<file path="src/rtl/grid_serial_tx.sv">
// rtl/grid_serial_tx.sv - grid word serializer, MSB first, programmable bit period
// Captures DATA_IN on START and shifts it out with per-bit strobes and a DONE pulse.
module grid_serial_tx #(
  parameter int DATA_SIZE    = 64,
  parameter int CLKS_PER_BIT = 1
) (
  input  logic                 CLK,
  input  logic                 RESET,
  input  logic [DATA_SIZE-1:0] DATA_IN,
  input  logic                 START,
  input  logic                 ABORT,
  output logic                 SERIAL_OUT,
  output logic                 SERIAL_VALID,
  output logic                 BIT_STROBE,
  output logic                 BUSY,
  output logic                 DONE
);

  localparam int BW = $clog2(DATA_SIZE);
  localparam int PW = (CLKS_PER_BIT > 1) ? $clog2(CLKS_PER_BIT) : 1;
  localparam logic [BW-1:0] BIT_LAST = BW'(DATA_SIZE - 1);
  localparam logic [PW-1:0] PER_LAST = PW'(CLKS_PER_BIT - 1);

  typedef enum logic {
    IDLE  = 1'b0,
    SHIFT = 1'b1
  } state_t;

  state_t               state, state_nxt;
  logic [DATA_SIZE-1:0] shift_reg, shift_nxt;
  logic [BW-1:0]        bit_cnt, bit_cnt_nxt;
  logic [PW-1:0]        per_cnt, per_cnt_nxt;
  logic                 done_nxt;

  always_ff @(posedge CLK or posedge RESET) begin
    if (RESET) begin
      state     <= IDLE;
      shift_reg <= '0;
      bit_cnt   <= '0;
      per_cnt   <= '0;
    end else begin
      state     <= state_nxt;
      shift_reg <= shift_nxt;
      bit_cnt   <= bit_cnt_nxt;
      per_cnt   <= per_cnt_nxt;
    end
  end

  always_comb begin
    state_nxt   = state;
    shift_nxt   = shift_reg;
    bit_cnt_nxt = bit_cnt;
    per_cnt_nxt = per_cnt;
    done_nxt    = 1'b0;
    case (state)
      IDLE: begin
        if (START && !ABORT) begin
          state_nxt   = SHIFT;
          shift_nxt   = DATA_IN;
          bit_cnt_nxt = BIT_LAST;
          per_cnt_nxt = '0;
        end
      end
      SHIFT: begin
        // ABORT outranks the final-bit transition, so it also suppresses DONE
        if (ABORT) begin
          state_nxt   = IDLE;
          shift_nxt   = '0;
          bit_cnt_nxt = '0;
          per_cnt_nxt = '0;
        end else if (per_cnt == PER_LAST) begin
          per_cnt_nxt = '0;
          if (bit_cnt == '0) begin
            state_nxt = IDLE;
            shift_nxt = '0;
            done_nxt  = 1'b1;
          end else begin
            bit_cnt_nxt = bit_cnt - 1'b1;
            shift_nxt   = {shift_reg[DATA_SIZE-2:0], 1'b0};
          end
        end else begin
          per_cnt_nxt = per_cnt + 1'b1;
        end
      end
      default: state_nxt = IDLE;
    endcase
  end

  // Outputs are registered from the next-state values so they line up with the state they describe
  always_ff @(posedge CLK or posedge RESET) begin
    if (RESET) begin
      SERIAL_OUT   <= 1'b0;
      SERIAL_VALID <= 1'b0;
      BIT_STROBE   <= 1'b0;
      BUSY         <= 1'b0;
      DONE         <= 1'b0;
    end else begin
      SERIAL_OUT   <= (state_nxt == SHIFT) && shift_nxt[DATA_SIZE-1];
      SERIAL_VALID <= (state_nxt == SHIFT);
      BIT_STROBE   <= (state_nxt == SHIFT) && (per_cnt_nxt == PER_LAST);
      BUSY         <= (state_nxt == SHIFT);
      DONE         <= done_nxt;
    end
  end

endmodule

</file>
<file path="config.mk">
export PLATFORM = sky130hd
export DESIGN_NAME = grid_serial_tx
export DESIGN_NICKNAME = d
export VERILOG_FILES = /design/src/rtl/grid_serial_tx.sv
export SDC_FILE = /design/constraint.sdc
export NUM_CORES = 1
export LEC_CHECK = 0
export ABC_AREA = 1
export CAP_MARGIN = 10
export CORE_AREA = 5 5 89 91
export DETAILED_ROUTE_END_ITERATION = 12
export DIE_AREA = 0 0 94 96
export PLACE_DENSITY_LB_ADDON = 0.2
export SYNTH_ARGS = -nofsm -noshare
export SYNTH_HDL_FRONTEND = slang
export SYNTH_SLANG_ARGS = --single-unit
</file>
<file path="constraint.sdc">
create_clock -name CLK -period 4.12 [get_ports CLK]
set_input_delay 0.412 -clock CLK [delete_from_list [all_inputs] [get_ports CLK]]
set_output_delay 0.412 -clock CLK [all_outputs]
set_load 0.005 [all_outputs]
</file>
==> results of run 1 <==
[worst max path at each step]
stage | end | slack (ps) | cells after the start
2_1_floorplan | BIT_STROBE | 1800 | 1
3_3_place_gp | shift_reg[9] | 1740 | 8
4_1_cts | shift_reg[53] | 2020 | 8
3_5_place_dp | shift_reg[53] | 1660 | 8
5_1_grt | SERIAL_OUT | 1810 | 7
6_report | shift_reg[30] | 2000 | 8
[power by group]
group,internal (mW),switching [mW]
Clock,0.403,0.271
Sequential,0.856,0.0740
Combinational,0.152,0.175
[cell families after synthesis]
logic type	Yosys count	synth area share
xor gates and xnor gates	1	0.002447
and+or+nand+nor	295	0.3604
buffers and inverters	43	0.08808
AOI/OAI and AO/OA	12	0.01782
adders and majority gates	2	0.006989
DFF	75	0.5243
[routing by layer]
layer,vias to the layer above,global-route usage
met3,6,0.03909
li1,1523,-
met1,1462,0.2548
met4,0,0.08183
met5,-,0
met2,97,0.2892
[final cells by class]
type / count / area share
clock buffers: 10 / 0.02876
clock inverters: 6 / 0.02566
inverters: 17 / 0.01466
multi-input cells: 310 / 0.3127
flip-flops and latches: 75 / 0.4229
well taps: 99 / 0.02791
repair buffers: 75 / 0.1675
[placed cells by master, fill, tap and decap left out, drive strengths merged, types with 2 or more instances in the layout]
cell type      netlist  layout
clkinvlp             0       2
buf                 26       3
nand2              149     149
clkbuf               0      10
o21ai                6       6
clkinv               0       2
nand3              130     130
nor2                14      14
a21oi                5       5
inv                 17      16
bufinv               0       3
clkdlybuf4s50        0      72
ha                   2       2
dfrtp               75      75
==> run metrics, run 1 <==
hpwl dp=5078 um; Chip Width=94 um; post-CTS setup repair buffer count=0; # hold bufs at CTS=0; max-capacitance violation count=0; CP required=4390 ps; R2R Setup Slk=2020 ps; Starting DRT DRC Count=241; Layout Utilization=0.6287; Crit. End Element=flip-flop; CP most frequent cell=nand2_1; Syn Inst Count=428; ratio of final minimum period to clock period=0.5156; post-synth top area cell=dfrtp_1; Sequential Area=1877 sq um; placed cells=576; Die Area=9024 sq um; Pwr Density=435.3 nW/um^2; fmax=470.8 MHz; CORE AREA=7059 sq um; WP buf/inv=3; minimum hold slack=448.0 ps; flops & latches, synth=75; Final WS setup=1996 ps; CTS Sinks=75; final max-slew violation count=0; Filler Cell Count=620; largest net degree at the start of global routing=65; net count reported at finish=558; Hold Violations, Final=0; crit start category=primary input; worst reg2reg path endpoint=SERIAL_OUT; clock tree from TritonCTS=built; htree depth=3; crit path launch=ABORT; worst slew pin tran=1066 ps; IO Count=73; Area contributors post-synth=dfrtp_1, nand3_1, nand2_1, buf_6, nor2_1; Metal-1 WL=3616 um; worst r2r src=bit_cnt[0]; row count=31; Tot GR Track Use=0.1867; layout cells sized above 1=0.05680; Area growth, synth to finish=23.98%; DR top layer=met4; clock-pin slew on the worst setup and hold paths=80 ps; via count=3088; Mapped Area=3580 sq um; dpl cell area=4197 sq um; Seq/Total Area, Yosys=0.5243; Remaining Overflow, GRT=0; WL per Instance=13.43 um; most frequent cell after synthesis=nand2_1; Die Y=96 um; CP max stage cell=clkdlybuf4s50_1; clock buffer depth=2; syn_area_per_cell=8.364 sq um; crit path max fanout=36; post_cts resized=0; peak supply drop=221.0 uV; clock root buffer=clkbuf_8; Multi-input gate area=1388 sq um; top cell type's share of synthesized area=0.5243; Vias/cell=5.216; CP Cell Sequence=clkdlybuf4s50_1, inv_2, nand2_1, nand2_1, nand2_2, buf_4, nand2_1, nand3_1; CP Class=primary input to flip-flop; setup TNS=0 ps; Leak=2.096 nW; Detailed Route WL=7950 um; final non-filler cell total=592; delay-heaviest family, CP=buffers and inverters; run status=completed; total power draw=1.932 mW; synth cell count leaders=nand2_1, nand3_1, dfrtp_1, buf_6, nor2_1; Largest register FFs=64; minimum clock period=2124 ps; Skew-Pair Late Insertion Delay=340 ps; Syn. warnings=0; Final Setup Violations=0; initial antenna violation count=0; Num CTS Buffers=9; Mapped Nets=498; library cells used by synthesis=18; pre-CTS setup slack=1664 ps; WL met2=3728 um; Antenna diodes=0; antenna-violating nets left=0; Min-Delay Path Class=primary input to asynchronous set/reset pin; arrival time at the worst endpoint=2400 ps; DRC viols=0; Design Area, Final=4438 sq um; Worst R2R Path Depth=7; worst slew margin relative to its limit=0.2885; first-pass GRT wire length=13310 um; skew final=10.24 ps; initial core utilization=0.5071; DRT Pass-1 Iters=5; RSZ-0062 raised after global routing=false; number of global-route vias before repair=2924; IO buf count=72; routability congestion estimate=0.8184; Post-synth EDFFs=0; wire length on met3=528 um; Primary FF master, synth=dfrtp_1; slowest cell delay on critical path=630 ps; Post-synth ARST share=1.000
(Power assumes the default switching activity.)
==> run 2, diff against run 1 <==
CORE_AREA = 5 5 90 92   (was 5 5 89 91)
DIE_AREA = 0 0 95 97   (was 0 0 94 96)
clock period = 2.2 ns   (was 4.12 ns; I/O delays follow)
==> run 2 against run 1 <==
  * Final cell count grew 1.0%
  * First-iteration DRC count shrank 27%
  * Die area grew 2.1%
  * Sequential power grew 87%
  * Via count shrank 1.7%
  * Register-to-register slack lost 1600 ps
  * Power grew 77%
  * Largest power group unchanged
==> run metrics, run 2 (synthesis gave the netlist of run 1 again) <==
run status=completed; clock-pin slew on the worst setup and hold paths=90 ps (about the same); slowest cell delay on critical path=360 ps (-270 ps); layout cells sized above 1=0.07014 (+0.01335); DRT Pass-1 Iters=4 (-1); Sw Ratio=0.2891 (+0.01996); initial core utilization=0.5016 (-0.005512); worst slew pin tran=573.0 ps (-492.7 ps); initial antenna violation count=0 (unchanged); CTS Sinks=75 (unchanged); clock buffer depth=2 (unchanged); Leak=2.130 nW (+1.6%); Layout Utilization=0.6296 (+0.0008800); clock tree from TritonCTS=built; DRC viols=0 (unchanged); Tot GR Track Use=0.1814 (-0.005297); clock root buffer=clkbuf_8; arrival time at the worst endpoint=2000 ps (-400 ps); WL per Instance=13.15 um (-2.0%); routability congestion estimate=0.8647 (+5.7%); IO Count=73 (unchanged); minimum clock period=1736 ps; Worst R2R Path Depth=8 (+1); post_cts resized=0 (unchanged); final max-slew violation count=0 (unchanged); Chip Width=95 um (+1.1%); IO buf count=72 (unchanged); Min-Delay Path Class=primary input to asynchronous set/reset pin; number of global-route vias before repair=2986 (+2.1%); via count=3036 (-1.7%); Die Y=97 um (+1.0%); Final Setup Violations=0 (unchanged); Filler Cell Count=642 (+3.5%); largest net degree at the start of global routing=64 (-1.5%); peak supply drop=314.2 uV (+42%); Int Power=2.438 mW (+73%); crit start category=flip-flop; CP Class=flip-flop to flip-flop; antenna-violating nets left=0 (unchanged); fmax=575.9 MHz; CP max stage cell=dfrtp_1; first-pass GRT wire length=13610 um (+2.2%); Skew-Pair Late Insertion Delay=340 ps (about the same); Largest register FFs=64 (unchanged); # hold bufs at CTS=0 (unchanged); htree depth=3 (unchanged); Remaining Overflow, GRT=0 (unchanged); combinational fraction of design power=0.184 (+0.014); Final WS setup=463.7 ps (-1532 ps); row count=31 (unchanged); ratio of final minimum period to clock period=0.7892; worst slew margin relative to its limit=0.6176 (+0.3291); Hold Violations, Final=0 (unchanged); RSZ-0062 raised after global routing=false; Area growth, synth to finish=25.52%; Num CTS Buffers=9 (unchanged); CP required=2460 ps (-1930 ps); pre-CTS setup slack=379.0 ps (-1285 ps); most common cell after layout, fill and taps aside=nand2_1; CP Cell Sequence=inv_1, ha_1, nand2_1, nor2_1, inv_2, buf_12, nand3_1, a21oi_1; Multi-input gate area=1388 sq um (unchanged); most frequent cells in the layout=nand2_1, nand3_1, dfrtp_1, clkdlybuf4s50_1, nor2_1; max-capacitance violation count=0 (unchanged); Antenna diodes=0 (unchanged); net count reported at finish=564 (+1.1%); skew final=11.70 ps (+1.459 ps); setup TNS=0 ps (unchanged); hpwl dp=5322 um (+4.8%); Vias/cell=5.077 (-2.7%); crit path max fanout=43 (+19%); post-CTS setup repair buffer count=0 (unchanged); sequential power share=0.508 (+0.026); Starting DRT DRC Count=175 (-27%); Sequential Area=1877 sq um (unchanged); Pwr Density=763.2 nW/um^2 (+75%); CORE AREA=7137 sq um (+1.1%); Clk network pwr share=0.308 (-0.041); Crit. End Element=flip-flop; Sw Pwr=991.3 uW (+91%); Detailed Route WL=7866 um (-1.1%); Die Area=9215 sq um (+2.1%)
## run 2: cell types whose count changed in the layout (fill, tap and decap cells not counted), sizes merged
cell      previous run  this run
inv                 16        17
clkinv               2         5
bufinv               3         1
clkbuf              10         9
clkinvlp             2         1
buf                  3         9
## run 2: final timing paths
kind                       slack, ps          start            end
setup / recovery                 460     bit_cnt[0]     SERIAL_OUT
hold / removal                   230          RESET  shift_reg[56]
setup reg to reg                 460     bit_cnt[0]     SERIAL_OUT
hold reg to reg                  490  shift_reg[63]  shift_reg[63]
max in group asynchronous       1390          RESET  shift_reg[15]
min in group CLK                 440    DATA_IN[13]  shift_reg[13]
## run 2: routing by layer
metal	global-route usage	wire length [um]
met1	0.2574	3647
met2	0.2793	3707
met3	0.03724	443
met4	0.05327	68
met5	0	0
## run 2: power groups by stage
stage	Clock, mW	Sequential [mW]	Combinational [mW]
2_1_floorplan	0	1.73	0.442
3_3_place_gp	0	1.76	0.626
3_5_place_dp	0	1.76	0.640
4_1_cts	1.09	1.74	0.644
5_1_grt	1.14	1.77	0.723
6_report	1.06	1.74	0.632
## run 2: stage by stage
stage / area, sq um / power (mW) / cells / hold WS (ps)
floorplan: 3580 / 2.170 / 428 / 353.0
global placement: 4292 / 2.382 / 582 / 461.7
detailed placement: 4292 / 2.403 / 582 / 473.7
CTS: 4493 / 3.469 / 598 / 243.3
global route: 4493 / 3.633 / 598 / 290.8
finish: 4493 / 3.429 / 598 / 231.4
## run 2: layout make-up
| cell class | instances | share of cell area |
|---|---|---|
| Inverter | 17 | 0.01448 |
| Clock inverter | 7 | 0.01727 |
| Sequential cell | 75 | 0.4177 |
| Tap cell | 99 | 0.02757 |
| Timing Repair Buffer | 81 | 0.1866 |
| Multi-Input combinational cell | 310 | 0.3088 |
| Clock buffer | 9 | 0.02757 |
## run 2: worst max-delay path: cells and delay by family, from the launching register on
family,cells,cell delay (ps)
AND/OR/NAND/NOR,3,220
AO/OA/AOI/OAI,1,170
buffers and inverters,3,690
flip-flops,1,360
adder cells (fa/ha/maj),1,210
==> run 3, diff against run 2 <==
CORE_AREA = 5 5 95 97   (was 5 5 90 92)
DIE_AREA = 0 0 100 102   (was 0 0 95 97)
clock period = 1.5 ns   (was 2.2 ns; I/O delays follow)
==> run 3 against run 2 <==
  * First-iteration DRC count decreased by 15%
  * Utilization decreased by 4.2 points
  * Register-to-register slack got worse by 410 ps
  * Flip-flop and latch count unchanged
  * Die area increased by 11%
  * Critical endpoint is now bit_cnt[5]
==> run metrics, run 3 (synthesis gave the netlist of run 1 again) <==
run status=completed; routability congestion estimate=0.8935 (+3.3%); Min-Delay Path Class=primary input to asynchronous set/reset pin; slowest cell delay on critical path=380 ps (+20 ps); row count=33 (+6.5%); minimum clock period=1445 ps (-291.1 ps); layout cells sized above 1=0.1049 (+0.03471); Vias/cell=5.021 (-1.1%); Pwr Density=1113 nW/um^2 (+46%); total power draw=5.270 mW (+54%); Hold Violations, Final=0 (unchanged); Crit. End Element=flip-flop; initial antenna violation count=0 (unchanged); Skew-Pair Late Insertion Delay=340 ps (about the same); clock-pin slew on the worst setup and hold paths=80 ps (about the same); crit path launch=bit_cnt[1]; dpl cell area=4444 sq um (+3.6%); arrival time at the worst endpoint=1680 ps (-320 ps); IO Count=73 (unchanged); CP required=1730 ps (-730 ps); largest net degree at the start of global routing=76 (+19%); delay-heaviest family, CP=simple AND/OR/NAND/NOR gates; crit path max fanout=6 (-86%); Area growth, synth to finish=32.26%; CP max stage cell=dfrtp_1; Antenna diodes=0 (unchanged); placed cells=602 (+3.4%); Final Setup Violations=0 (unchanged); CP Cell Sequence=inv_1, ha_1, nand2_1, nor2_4, nand2_1, nand2_2, inv_2, nor2_1, nor2_1; WP buf/inv=2 (-1); Num CTS Buffers=9 (unchanged); IO buf count=72 (unchanged); final max-slew violation count=0 (unchanged); DRT Pass-1 Iters=4 (unchanged); Starting DRT DRC Count=148 (-15%); via count=3113 (+2.5%); most common cell after layout, fill and taps aside=nand2_1; Die Area=10200 sq um (+11%); fmax=692.0 MHz (+20%); DRC viols=0 (unchanged); Tot GR Track Use=0.1662 (-0.01521); Filler Cell Count=728 (+13%); R2R Setup Slk=50 ps (-410 ps); clock root buffer=clkbuf_8; clock tree from TritonCTS=built; CP Class=flip-flop to flip-flop; worst slew pin tran=390.2 ps (-182.7 ps); antenna-violating nets left=0 (unchanged); Largest register FFs=64 (unchanged); minimum hold slack=245.2 ps (+13.78 ps); net count reported at finish=581 (+3.0%); final non-filler cell total=620 (+3.7%); htree depth=3 (unchanged); first-pass GRT wire length=13880 um (+2.0%); skew final=6.198 ps (-5.501 ps); ratio of final minimum period to clock period=0.9635 (+0.1742); crit start category=flip-flop; Detailed Route WL=8419 um (+7.0%); most frequent cells in the layout=nand2_1, nand3_1, dfrtp_1, clkdlybuf4s50_1, buf_4; max-capacitance violation count=0 (unchanged); Die Y=102 um (+5.2%); CORE AREA=8051 sq um (+13%); initial core utilization=0.4446 (-0.05698); WL per Instance=13.58 um (+3.2%); CTS Sinks=75 (unchanged); clock buffer depth=2 (unchanged); hpwl dp=5624 um (+5.7%); peak supply drop=532.3 uV (+69%); number of global-route vias before repair=3041 (+1.8%); worst slew margin relative to its limit=0.7398 (+0.1223); worst r2r src=bit_cnt[1]; Design Area, Final=4735 sq um (+5.4%); Leak=2.255 nW (+5.9%); Remaining Overflow, GRT=0 (unchanged); Chip Width=100 um (+5.3%)
==> run 3: cell types whose count changed in the layout (fill, tap and decap cells not counted), moves of 2 or more <==
cell	delta
buf_4	+10
buf_12	+3
buf_6	+3
clkinv_4	-3
clkdlybuf4s50_1	-2
nor2_1	-2
==> run 3: final cells by class <==
class / instances / area (sq um) / area share
well taps: 105 / 131.4 / 0.02775
clock inverters: 5 / 77.57 / 0.01638
multi-input cells: 310 / 1408 / 0.2973
repair buffers: 98 / 1033 / 0.2183
inverters: 17 / 70.07 / 0.01480
flip-flops and latches: 75 / 1877 / 0.3964
clock buffers: 10 / 137.6 / 0.02907
==> run 3: per-stage QoR <==
stage            util  setup TNS, ps  worst slack (ps)
2_1_floorplan       -              0             174.4
3_3_place_gp   0.5520         -20.09            -10.65
3_5_place_dp   0.5520          -1469            -82.07
4_1_cts        0.5809              0             1.776
5_1_grt        0.5880         -66.66            -27.92
6_report       0.5880              0             54.82
==> run 3: worst paths after layout <==
path | to | depth (start not counted)
worst max-delay path | bit_cnt[5] | 9
worst min-delay path | shift_reg[42] | 3
worst max register to register | bit_cnt[5] | 9
worst min register to register | shift_reg[63] | 2
max in group asynchronous | shift_reg[60] | 3
min in group CLK | shift_reg[50] | 3
==> run 3: worst reg2reg max path, cell delays in order, from the launching register on <==
cell and delay (ps):
dfrtp_1 380, inv_1 90, ha_1 140, nand2_1 100, nor2_4 150, nand2_1 120, nand2_2 140, inv_2 80
nor2_1 90, nor2_1 50
==> run 3: timing repair <==
action / CTS / global route
setup endpoints to repair: 2 / 60
buffers inserted: 2 / 0
hold buffers: 0 / 0
cloned: 0 / 1
gates resized for setup: 2 / 9
==> run 3: power breakdown <==
| part | switching (mW) | internal [mW] | total, mW | leakage [nW] |
|---|---|---|---|---|
| clock network | 0.706 | 0.967 | 1.67 | 0.108 |
| registers | 0.197 | 2.35 | 2.55 | 0.968 |
| logic | 0.520 | 0.527 | 1.05 | 1.18 |
==> run 3: routing by layer <==
layer  global-route usage  routed length, um
met1               0.2315               3999
met4              0.05492                 91
met2               0.2606               3932
met3              0.03549                395
met5                    0                  0
